File: src/rtl/phy_rx_deserializer.sv
// Serial-to-byte receiver: finds byte alignment on repeated idle commas, then emits MSB-first bytes
// tagged with a round-robin lane slot. Optional status counter enabled by macro PHY_RX_STATUS_EN.
module phy_rx_deserializer #(
  parameter logic [7:0]  COMMA      = 8'hBC,
  parameter int unsigned LOCK_COUNT = 4
) (
  input  logic       clk_32f,
  input  logic       reset,
  input  logic       data_in,
  output logic [7:0] data_out,
  output logic       valid_out,
  output logic [1:0] lane_out,
  output logic       byte_strobe,
  output logic       active
`ifdef PHY_RX_STATUS_EN
  ,
  output logic [7:0] idle_cnt
`endif
);

  typedef enum logic [1:0] {
    SEARCH = 2'd0,
    VERIFY = 2'd1,
    ACTIVE = 2'd2
  } state_t;

  localparam logic [3:0] LOCK_RUN = 4'(LOCK_COUNT);

  state_t     state;
  state_t     state_n;
  logic [6:0] sr;
  logic [7:0] sr_next;
  logic [2:0] bit_cnt;
  logic [2:0] bit_cnt_n;
  logic [3:0] comma_run;
  logic [3:0] comma_run_n;
  logic [1:0] lane_cnt;
  logic [1:0] lane_cnt_n;
  logic       is_comma;
  logic       take_byte;

  // sr_next is the byte window ending with the bit sampled on this edge.
  assign sr_next  = {sr, data_in};
  assign is_comma = (sr_next == COMMA);
  assign active   = (state == ACTIVE);

  always_comb begin
    state_n     = state;
    bit_cnt_n   = bit_cnt + 3'd1;
    comma_run_n = comma_run;
    lane_cnt_n  = lane_cnt;
    take_byte   = 1'b0;
    case (state)
      SEARCH: begin
        bit_cnt_n = '0;
        if (is_comma) begin
          comma_run_n = 4'd1;
          lane_cnt_n  = '0;
          state_n     = (LOCK_RUN == 4'd1) ? ACTIVE : VERIFY;
        end
      end
      VERIFY: begin
        if (bit_cnt == 3'd7) begin
          if (is_comma) begin
            comma_run_n = comma_run + 4'd1;
            if (comma_run_n == LOCK_RUN) begin
              state_n    = ACTIVE;
              lane_cnt_n = '0;
            end
          end else begin
            // Aligned window broke the run: fall back to a bitwise sliding search.
            comma_run_n = '0;
            state_n     = SEARCH;
          end
        end
      end
      ACTIVE: begin
        if (bit_cnt == 3'd7) begin
          take_byte  = 1'b1;
          lane_cnt_n = lane_cnt + 2'd1;
        end
      end
      default: state_n = SEARCH;
    endcase
  end

  always_ff @(posedge clk_32f or posedge reset) begin
    if (reset) begin
      state <= SEARCH;
    end else begin
      state <= state_n;
    end
  end

  always_ff @(posedge clk_32f or posedge reset) begin
    if (reset) begin
      sr          <= '0;
      bit_cnt     <= '0;
      comma_run   <= '0;
      lane_cnt    <= '0;
      data_out    <= '0;
      valid_out   <= 1'b0;
      lane_out    <= '0;
      byte_strobe <= 1'b0;
    end else begin
      sr          <= sr_next[6:0];
      bit_cnt     <= bit_cnt_n;
      comma_run   <= comma_run_n;
      lane_cnt    <= lane_cnt_n;
      byte_strobe <= take_byte;
      if (take_byte) begin
        data_out  <= sr_next;
        valid_out <= !is_comma;
        lane_out  <= lane_cnt;
      end
    end
  end

`ifdef PHY_RX_STATUS_EN
  // Counts idle strobes one cycle after they are presented; saturates at 8'hFF.
  always_ff @(posedge clk_32f or posedge reset) begin
    if (reset) begin
      idle_cnt <= '0;
    end else if (byte_strobe && !valid_out && (idle_cnt != 8'hFF)) begin
      idle_cnt <= idle_cnt + 8'd1;
    end
  end
`endif

endmodule
File: config.mk
export PLATFORM = sky130hd
export DESIGN_NAME = phy_rx_deserializer
export DESIGN_NICKNAME = d
export VERILOG_FILES = /design/src/rtl/phy_rx_deserializer.sv
export SDC_FILE = /design/constraint.sdc
export NUM_CORES = 1
export LEC_CHECK = 0
export BUFFER_PORTS_ARGS = -buffer_cell sky130_fd_sc_hd__buf_2
export CAP_MARGIN = 0
export CORE_AREA = 2 2 65 49
export CTS_BUF_LIST = sky130_fd_sc_hd__clkbuf_8
export CTS_CLUSTER_DIAMETER = 40
export DETAILED_ROUTE_END_ITERATION = 8
export DIE_AREA = 0 0 67 51
export GPL_ROUTABILITY_DRIVEN = 0
export MAX_ROUTING_LAYER = met4
export PLACE_DENSITY = 0.68
export SLEW_MARGIN = 20
export SYNTH_ARGS = -nofsm -noshare
export SYNTH_HDL_FRONTEND = slang
export SYNTH_SLANG_ARGS = --single-unit
File: constraint.sdc
create_clock -name clk_32f -period 2.5 [get_ports clk_32f]
set_input_delay 0.125 -clock clk_32f [delete_from_list [all_inputs] [get_ports clk_32f]]
set_output_delay 0.125 -clock clk_32f [all_outputs]
set_load 0.1 [all_outputs]
==> impl_metrics.tcl, run 1 <==
set metrics [dict create \
    postPlaceCellArea_um2 1440 \
    rows 17 \
    wl_um 2400 \
    grt_max_degree 31 \
    layout_setup_ws_ns 0.710 \
    yosysTopAreaCellShare_pct 56.4 \
    clock-sinks 30 \
    p_clk_share_pct 40.7 \
    ys.flop_type "dfrtp_1" \
    max_freq_ghz 0.559 \
    ant_nets 0 \
    synth_top_family_by_area "simple AND/OR/NAND/NOR gates" \
    root_buffer "clkbuf_8" \
    p_comb_share_pct 4.6 \
    yosys.area.top_type "dfrtp_1" \
    p_int_mw 0.735 \
    ys_seq_area_share_pct 56.4 \
    period_share_pct 71.6 \
    power_switching_mw 0.209 \
    synth_seq_cells 30 \
    worst_ep_arrival_time_ns 1.99 \
    status "completed" \
    worst_slew_pin_slew_ns 0.488 \
    via_per_inst 5.26 \
    tns_ns 0 \
    synthAdderAreaFrac_pct 3.76 \
    initial_core_util_pct 46.0 \
    final_cell_mix "nand2_1 (30), dfrtp_1 (30), buf_2 (15)" \
    end_kind "register" \
    max_cap_viol_count 0 \
    grt_usage_pct 17.5 \
    syn_nets 126 \
    area_growth_pct 16.7 \
    routedWlPerCell_um 13.4 \
    peakVddDrop_mv 0.425 \
    powerDensity_nw_per_um2 608 \
    seq_power_share_pct 54.7 \
    drc 0 \
    cts_tree "built" \
    worstPathRequired_ns 2.70 \
    clock_skew_ns 0.00444 \
    rsz0062_at_grt "no" \
    overflow 0 \
    grt_pass1_vias 957 \
    syn_area_per_cell_um2 11.2 \
    final_util_pct 53.7 \
    worst_hold_path_type "register to register" \
    synth.distinct_cells 33 \
    fin_crit_ns 1.79 \
    clk_pin_slew_ns 0.06 \
    power_mw 0.945 \
    synth_compound_area_share_pct 12.8 \
    final_area_um2 1550 \
    muxShareOfSynthArea_pct 0.846 \
    yosysWarnings 0 \
    synth_edf_count 0 \
    die_w_um 67 \
    synth_cells 119 \
    pre_cts_ws_ns 0.713 \
    die_y_um 51 \
    slew_viol_final 0 \
    final_nets 147 \
    hold_violations 0 \
    drt-pass1-iter-count 4 \
    worst-path-max-fanout 11 \
    startpoint_type "register" \
    synth.area.top_cells "dfrtp_1 (56%), nand2_1 (8.5%), ha_1 (3.8%)" \
    dp.final_hpwl_um 1680 \
    clockBufferDepth 2 \
    core_um2 2890 \
    drive_above_1_share_pct 24.8 \
    num_vias 942 \
    antenna_found_initial 0 \
    grt_pass1_wl_um 4150 \
    critical_path_class "register to register" \
    clkLatencyLatePin_ns 0.28 \
    die_area_um2 3420 \
    async_flop_share_pct 100 \
    htreeDepth 2 \
    io_pins 16 \
    p_sw_share_pct 22.2 \
    drtIter0Drc 61 \
    setup-violations-final 0 \
    synth-simple-area-share_pct 22.5 \
    synth_xor_area_share_pct 0.658 \
    numCtsBuffers 5 \
    syn_area_um2 1330 \
    slew_headroom_pct 67.7 \
    io_buffers 15 \
    leakagePower_nw 0.790 \
    antenna_cells 0 \
]
Yosys cell counts, types with 2 or more instances:
master and number:
a21oi_1 4, a22oi_1 3, buf_2 3, dfrtp_1 30, ha_1 4, inv_1 3, nand2_1 30, nand3b_1 2
nor2_1 6, nor2b_1 5, nor3_1 2, o21ai_0 3, o2bb2ai_1 3, o31ai_1 2
per-stage QoR:
step           cells  hold WS [ns]
2_1_floorplan    119         0.156
3_3_place_gp     169         0.207
3_5_place_dp     169         0.216
4_1_cts          179         0.404
5_1_grt          179         0.413
6_report         179         0.403
final timing paths:
path	startpoint	end	slack [ns]	depth (start not counted)
setup reg to reg	bit_cnt[0]	lane_cnt[0]	0.71	6
hold reg to reg	sr[0]	sr[1]	0.40	0
setup / recovery	bit_cnt[0]	lane_cnt[0]	0.71	6
max in group asynchronous	reset	bit_cnt[0]	1.77	4
min in group asynchronous	reset	sr[5]	0.46	4
hold / removal	sr[0]	sr[1]	0.40	0
cell families (layout without fill, tap and decap cells):
| group | count (synthesis) | in the layout |
|---|---|---|
| XOR/XNOR | 1 | 1 |
| buffers and inverters | 9 | 31 |
| adder cells (fa/ha/maj) | 4 | 4 |
| AND/OR/NAND/NOR | 52 | 52 |
| AO/OA/AOI/OAI | 22 | 22 |
| flip-flops | 30 | 30 |
| multiplexers | 1 | 1 |
power groups by stage:
| stage | clock [mW] | sequential [mW] | combinational (mW) |
|---|---|---|---|
| floorplan | 0 | 0.517 | 0.0365 |
| global placement | 0 | 0.524 | 0.0407 |
| detailed placement | 0 | 0.525 | 0.0414 |
| CTS | 0.393 | 0.517 | 0.0443 |
| global route | 0.414 | 0.519 | 0.0490 |
| finish | 0.384 | 0.516 | 0.0438 |
sequential cells by signal (all words and copies together) (netlist names):
| name | flops |
|---|---|
| byte_strobe | 1 |
| comma_run | 4 |
| state | 2 |
| valid_out | 1 |
| data_out | 8 |
| lane_cnt | 2 |
| sr | 7 |
| bit_cnt | 3 |
| lane_out | 2 |
layer usage:
layer | global-route usage [%] | wire, um | share of wire (%)
met5 | - | 0 | 0
met4 | 6.12 | 29 | 1.2
met1 | 22.0 | 1180 | 49
met3 | 7.93 | 135 | 5.6
met2 | 24.9 | 1050 | 44
final cells by class:
class	count	area [um2]
clock inverters	2	8.76
multi-input cells	80	539
inverters	4	15.0
flip-flops and latches	30	751
fillers	276	1340
repair buffers	19	110
well taps	38	47.5
clock buffers	6	82.6
worst max-delay path, stage by stage, from the launching register on:
cell,delay [ns]
dfrtp_1,0.38
ha_1,0.20
ha_1,0.30
nand3b_2,0.13
inv_1,0.16
a221o_1,0.40
a211oi_2,0.14
timing repair:
item,in CTS,in global routing
endpoints found under the hold margin,31,0
hold buffers,2,0
setup buffers,0,0
setup endpoints to repair,0,0
resized for setup,0,0
Power figures use the tool's default switching activity.
==> inputs of run 2 (changes only) <==
clock period = 1.7 ns   (was 2.5 ns; I/O delays follow)
==> impl_metrics.tcl, run 2 (same netlist as run 1, synthesis figures left out) <==
set metrics [dict create \
    dp.final_hpwl_um 1810 \
    p_sw_share_pct 22.0 \
    leakagePower_nw 0.808 \
    drtIter0Drc 75 \
    rows 17 \
    die_w_um 67 \
    p_comb_share_pct 4.5 \
    clock_skew_ns 0.00666 \
    final_nets 151 \
    io_buffers 15 \
    worst_ep_arrival_time_ns 1.79 \
    hold_violations 0 \
    power_switching_mw 0.338 \
    core_um2 2890 \
    root_buffer "clkbuf_8" \
    max_stage_delay_ns 0.40 \
    end_kind "register" \
    max_cap_viol_count 0 \
    worst-path-max-fanout 4 \
    wl_um 2590 \
    slew_viol_final 0 \
    peakVddDrop_mv 0.599 \
    slew_headroom_pct 67.5 \
    largest_reg_flops 8 \
    critical_path_class "register to register" \
    clk_pin_slew_ns 0.07 \
    cts_tree "built" \
    rsz0062_at_grt "no" \
    powerDensity_nw_per_um2 950 \
    reg2regPathDepth 5 \
    grt_usage_pct 18.8 \
    crit_slowest_cell "dfrtp_1" \
    antenna_found_initial 0 \
    drive_above_1_share_pct 29.0 \
    die_area_um2 3420 \
    startpoint_type "register" \
    htreeDepth 2 \
    clock-sinks 30 \
    numCtsBuffers 5 \
    tns_ns 0 \
    setup-violations-final 0 \
    grt_pass1_wl_um 4510 \
    period_share_pct 94.6 \
    min_path_cells 0 \
    antenna_cells 0 \
    grt_pass1_vias 938 \
    ant_nets 0 \
    worst_slew_pin_slew_ns 0.490 \
    overflow 0 \
    routedWlPerCell_um 14.1 \
    clkLatencyLatePin_ns 0.28 \
    fin_crit_ns 1.61 \
    post_cts.repair.setup_buffers 0 \
    p_clk_share_pct 46.1 \
    final_cell_mix "nand2_1 (30), dfrtp_1 (30), buf_2 (14)" \
    seq_power_share_pct 49.5 \
    initial_core_util_pct 46.0 \
    die_y_um 51 \
    top_register "data_out" \
    io_pins 16 \
    worst-r2r-setup-slack_ns 0.09 \
    drt-pass1-iter-count 4 \
    worstPathRequired_ns 1.89 \
    reg_top3 "data_out x8, sr x7, comma_run x4" \
    via_per_inst 5.27 \
    area_growth_pct 21.1 \
    num_vias 964 \
    worst_hold_path_type "register to register" \
    drc 0 \
    max_freq_ghz 0.622 \
    clockBufferDepth 2 \
    final_cells 183 \
    p_int_mw 1.19 \
    grt_max_degree 31 \
    dp.cells 173 \
    path_cells "ha_2, nor2b_1, a211o_1, and3_4, a311oi_2" \
    status "completed" \
]
==> run 2: power groups by stage <==
stage          clock network [mW]  registers, mW  logic, mW
5_1_grt                     0.758          0.760     0.0778
2_1_floorplan                   0          0.760     0.0542
3_5_place_dp                    0          0.771     0.0650
4_1_cts                     0.727          0.758     0.0696
3_3_place_gp                    0          0.769     0.0634
6_report                    0.706          0.758     0.0687
==> run 2: final timing paths <==
check,from,to
max reg2reg,comma_run[0],state[0]
min in group asynchronous,reset,lane_out[0]
min,sr[5],sr[6]
min reg2reg,sr[5],sr[6]
max in group asynchronous,reset,data_out[6]
max,comma_run[0],state[0]
==> run 2: layout make-up <==
class,instances,area [um2]
Clock buffer,5,68.8
Clock inverter,3,41.3
Fill cell,262,1280
Inverter,4,15.0
Multi-Input combinational cell,80,547
Sequential cell,30,751
Tap cell,38,47.5
Timing Repair Buffer,23,143
==> run 2: critical path, delay by kind of cell, from the launching register on <==
kind            cells  cell delay (ns)
compound gates      2             0.56
simple gates        2             0.34
fa+ha+maj           1             0.21
flops               1             0.40
==> run 2: timing repair <==
item / 4_1_cts / 5_1_grt
hold buffers: 2 / 0
hold endpoints to repair: 31 / 0
gates resized for setup: 0 / 3
endpoints found under the setup margin: 0 / 6
==> run 2: per-layer routing <==
layer	vias up	global-route usage, %	wire (um)
li1	461	-	-
met1	479	24.6	1200
met2	21	27.6	1250
met3	3	5.29	102
met4	0	8.16	35
met5	-	-	0
==> run 2: metrics by stage <==
stage	setup slack (ns)	total power [mW]	utilization (%)	cell area, um2	hold slack (ns)
3_5_place_dp	0.0289	0.836	51.0	1480	0.173
5_1_grt	0.0358	1.60	55.8	1610	0.423
4_1_cts	0.0147	1.55	55.5	1610	0.397
3_3_place_gp	0.117	0.832	51.0	1480	0.166
2_1_floorplan	0.0510	0.815	-	1330	0.116
6_report	0.0916	1.53	55.8	1610	0.396
==> inputs of run 3 (changes only) <==
CTS_BUF_LIST = default   (was sky130_fd_sc_hd__clkbuf_8)
==> impl_metrics.tcl, run 3 (same netlist as run 1, synthesis figures left out) <==
set metrics [dict create \
    holdWs_ns 0.396 \
    end_kind "register" \
    final_nets 151 \
    rows 17 \
    via_per_inst 5.25 \
    grt_pass1_vias 938 \
    die_area_um2 3420 \
    antenna_found_initial 0 \
    area_growth_pct 21.1 \
    io_buffers 15 \
    die_w_um 67 \
    tns_ns 0 \
    clkLatencyLatePin_ns 0.28 \
    worst_hold_path_type "register to register" \
    final_util_pct 55.8 \
    clk_pin_slew_ns 0.07 \
    wl_um 2590 \
    path_cells "ha_2, nor2b_1, a211o_1, and3_4, a311oi_2" \
    max_stage_delay_ns 0.40 \
    max_freq_ghz 0.622 \
    dp.final_hpwl_um 1810 \
    grt_max_degree 31 \
    drtIter0Drc 75 \
    startpoint_type "register" \
    final_area_um2 1610 \
    root_buffer "clkbuf_8" \
    slew_headroom_pct 67.5 \
    hold_violations 0 \
    worst_ep_arrival_time_ns 1.79 \
    routedWlPerCell_um 14.1 \
    slew_viol_final 0 \
    worst-path-buf-inv 0 \
    antenna_cells 0 \
    rsz0062_at_grt "no" \
    worst_slew_pin_slew_ns 0.490 \
    clock_skew_ns 0.00666 \
    top_register "data_out" \
    ant_nets 0 \
    final_cell_mix "nand2_1 (30), dfrtp_1 (30), buf_2 (14)" \
    die_y_um 51 \
    setup-violations-final 0 \
    period_share_pct 94.6 \
    largest_reg_flops 8 \
    io_pins 16 \
    num_vias 961 \
    cts_tree "built" \
    max_cap_viol_count 0 \
    worst-path-max-fanout 4 \
    clock-sinks 30 \
    grt_usage_pct 18.8 \
    worstPathRequired_ns 1.89 \
    status "completed" \
    leakagePower_nw 0.803 \
    crit_slowest_cell "dfrtp_1" \
    post_cts.repair.setup_buffers 0 \
    numCtsBuffers 5 \
    powerDensity_nw_per_um2 954 \
    grt_pass1_wl_um 4510 \
    fin_crit_ns 1.61 \
    drc 0 \
    peakVddDrop_mv 0.599 \
    core_um2 2890 \
    htreeDepth 2 \
    critical_path_class "register to register" \
    overflow 0 \
    postPlaceCellArea_um2 1480 \
    initial_core_util_pct 46.0 \
    critPathTopFamily "compound AO/OA/AOI/OAI gates" \
    drt-pass1-iter-count 4 \
    clockBufferDepth 2 \
    drive_above_1_share_pct 29.0 \
    reg_top3 "data_out x8, sr x7, comma_run x4" \
]
run 3: timing repair:
action,CTS,global route
endpoints found under the setup margin,0,6
hold endpoints to repair,31,0
gates resized for setup,0,3
hold buffers,2,0
run 3: final timing paths:
path	depth (start not counted)	startpoint	to	slack (ns)
min in group asynchronous	4	reset	lane_out[0]	0.41
hold reg to reg	0	sr[5]	sr[6]	0.40
max in group asynchronous	4	reset	data_out[6]	1.01
setup / recovery	5	comma_run[0]	state[0]	0.09
hold / removal	0	sr[5]	sr[6]	0.40
setup reg to reg	5	comma_run[0]	state[0]	0.09
run 3: power breakdown:
part	total (mW)	switching [mW]	internal (mW)
sequential	0.758	0.0246	0.733
clock	0.712	0.275	0.437
combinational	0.0687	0.0380	0.0306
total	1.54	0.338	1.20
run 3: metrics by stage:
step                instances  setup WS [ns]  total power, mW
floorplan                 119         0.0510            0.815
global placement          173          0.117            0.832
detailed placement        173         0.0289            0.836
CTS                       183         0.0153             1.56
global route              183         0.0358             1.60
finish                    183         0.0916             1.54
run 3: per-layer routing:
layer	GRT usage, %	wire [um]	vias up
met5	-	0	-
met1	24.6	1210	476
li1	-	-	461
met2	27.6	1240	21
met4	8.16	35	0
met3	5.29	102	3
run 3: area by class of cell:
class / count / area [um2]
Clock buffer: 6 / 72.6
Timing Repair Buffer: 23 / 143
Tap cell: 38 / 47.5
Fill cell: 262 / 1280
Clock inverter: 2 / 37.5
Sequential cell: 30 / 751
Multi-Input combinational cell: 80 / 547
Inverter: 4 / 15.0
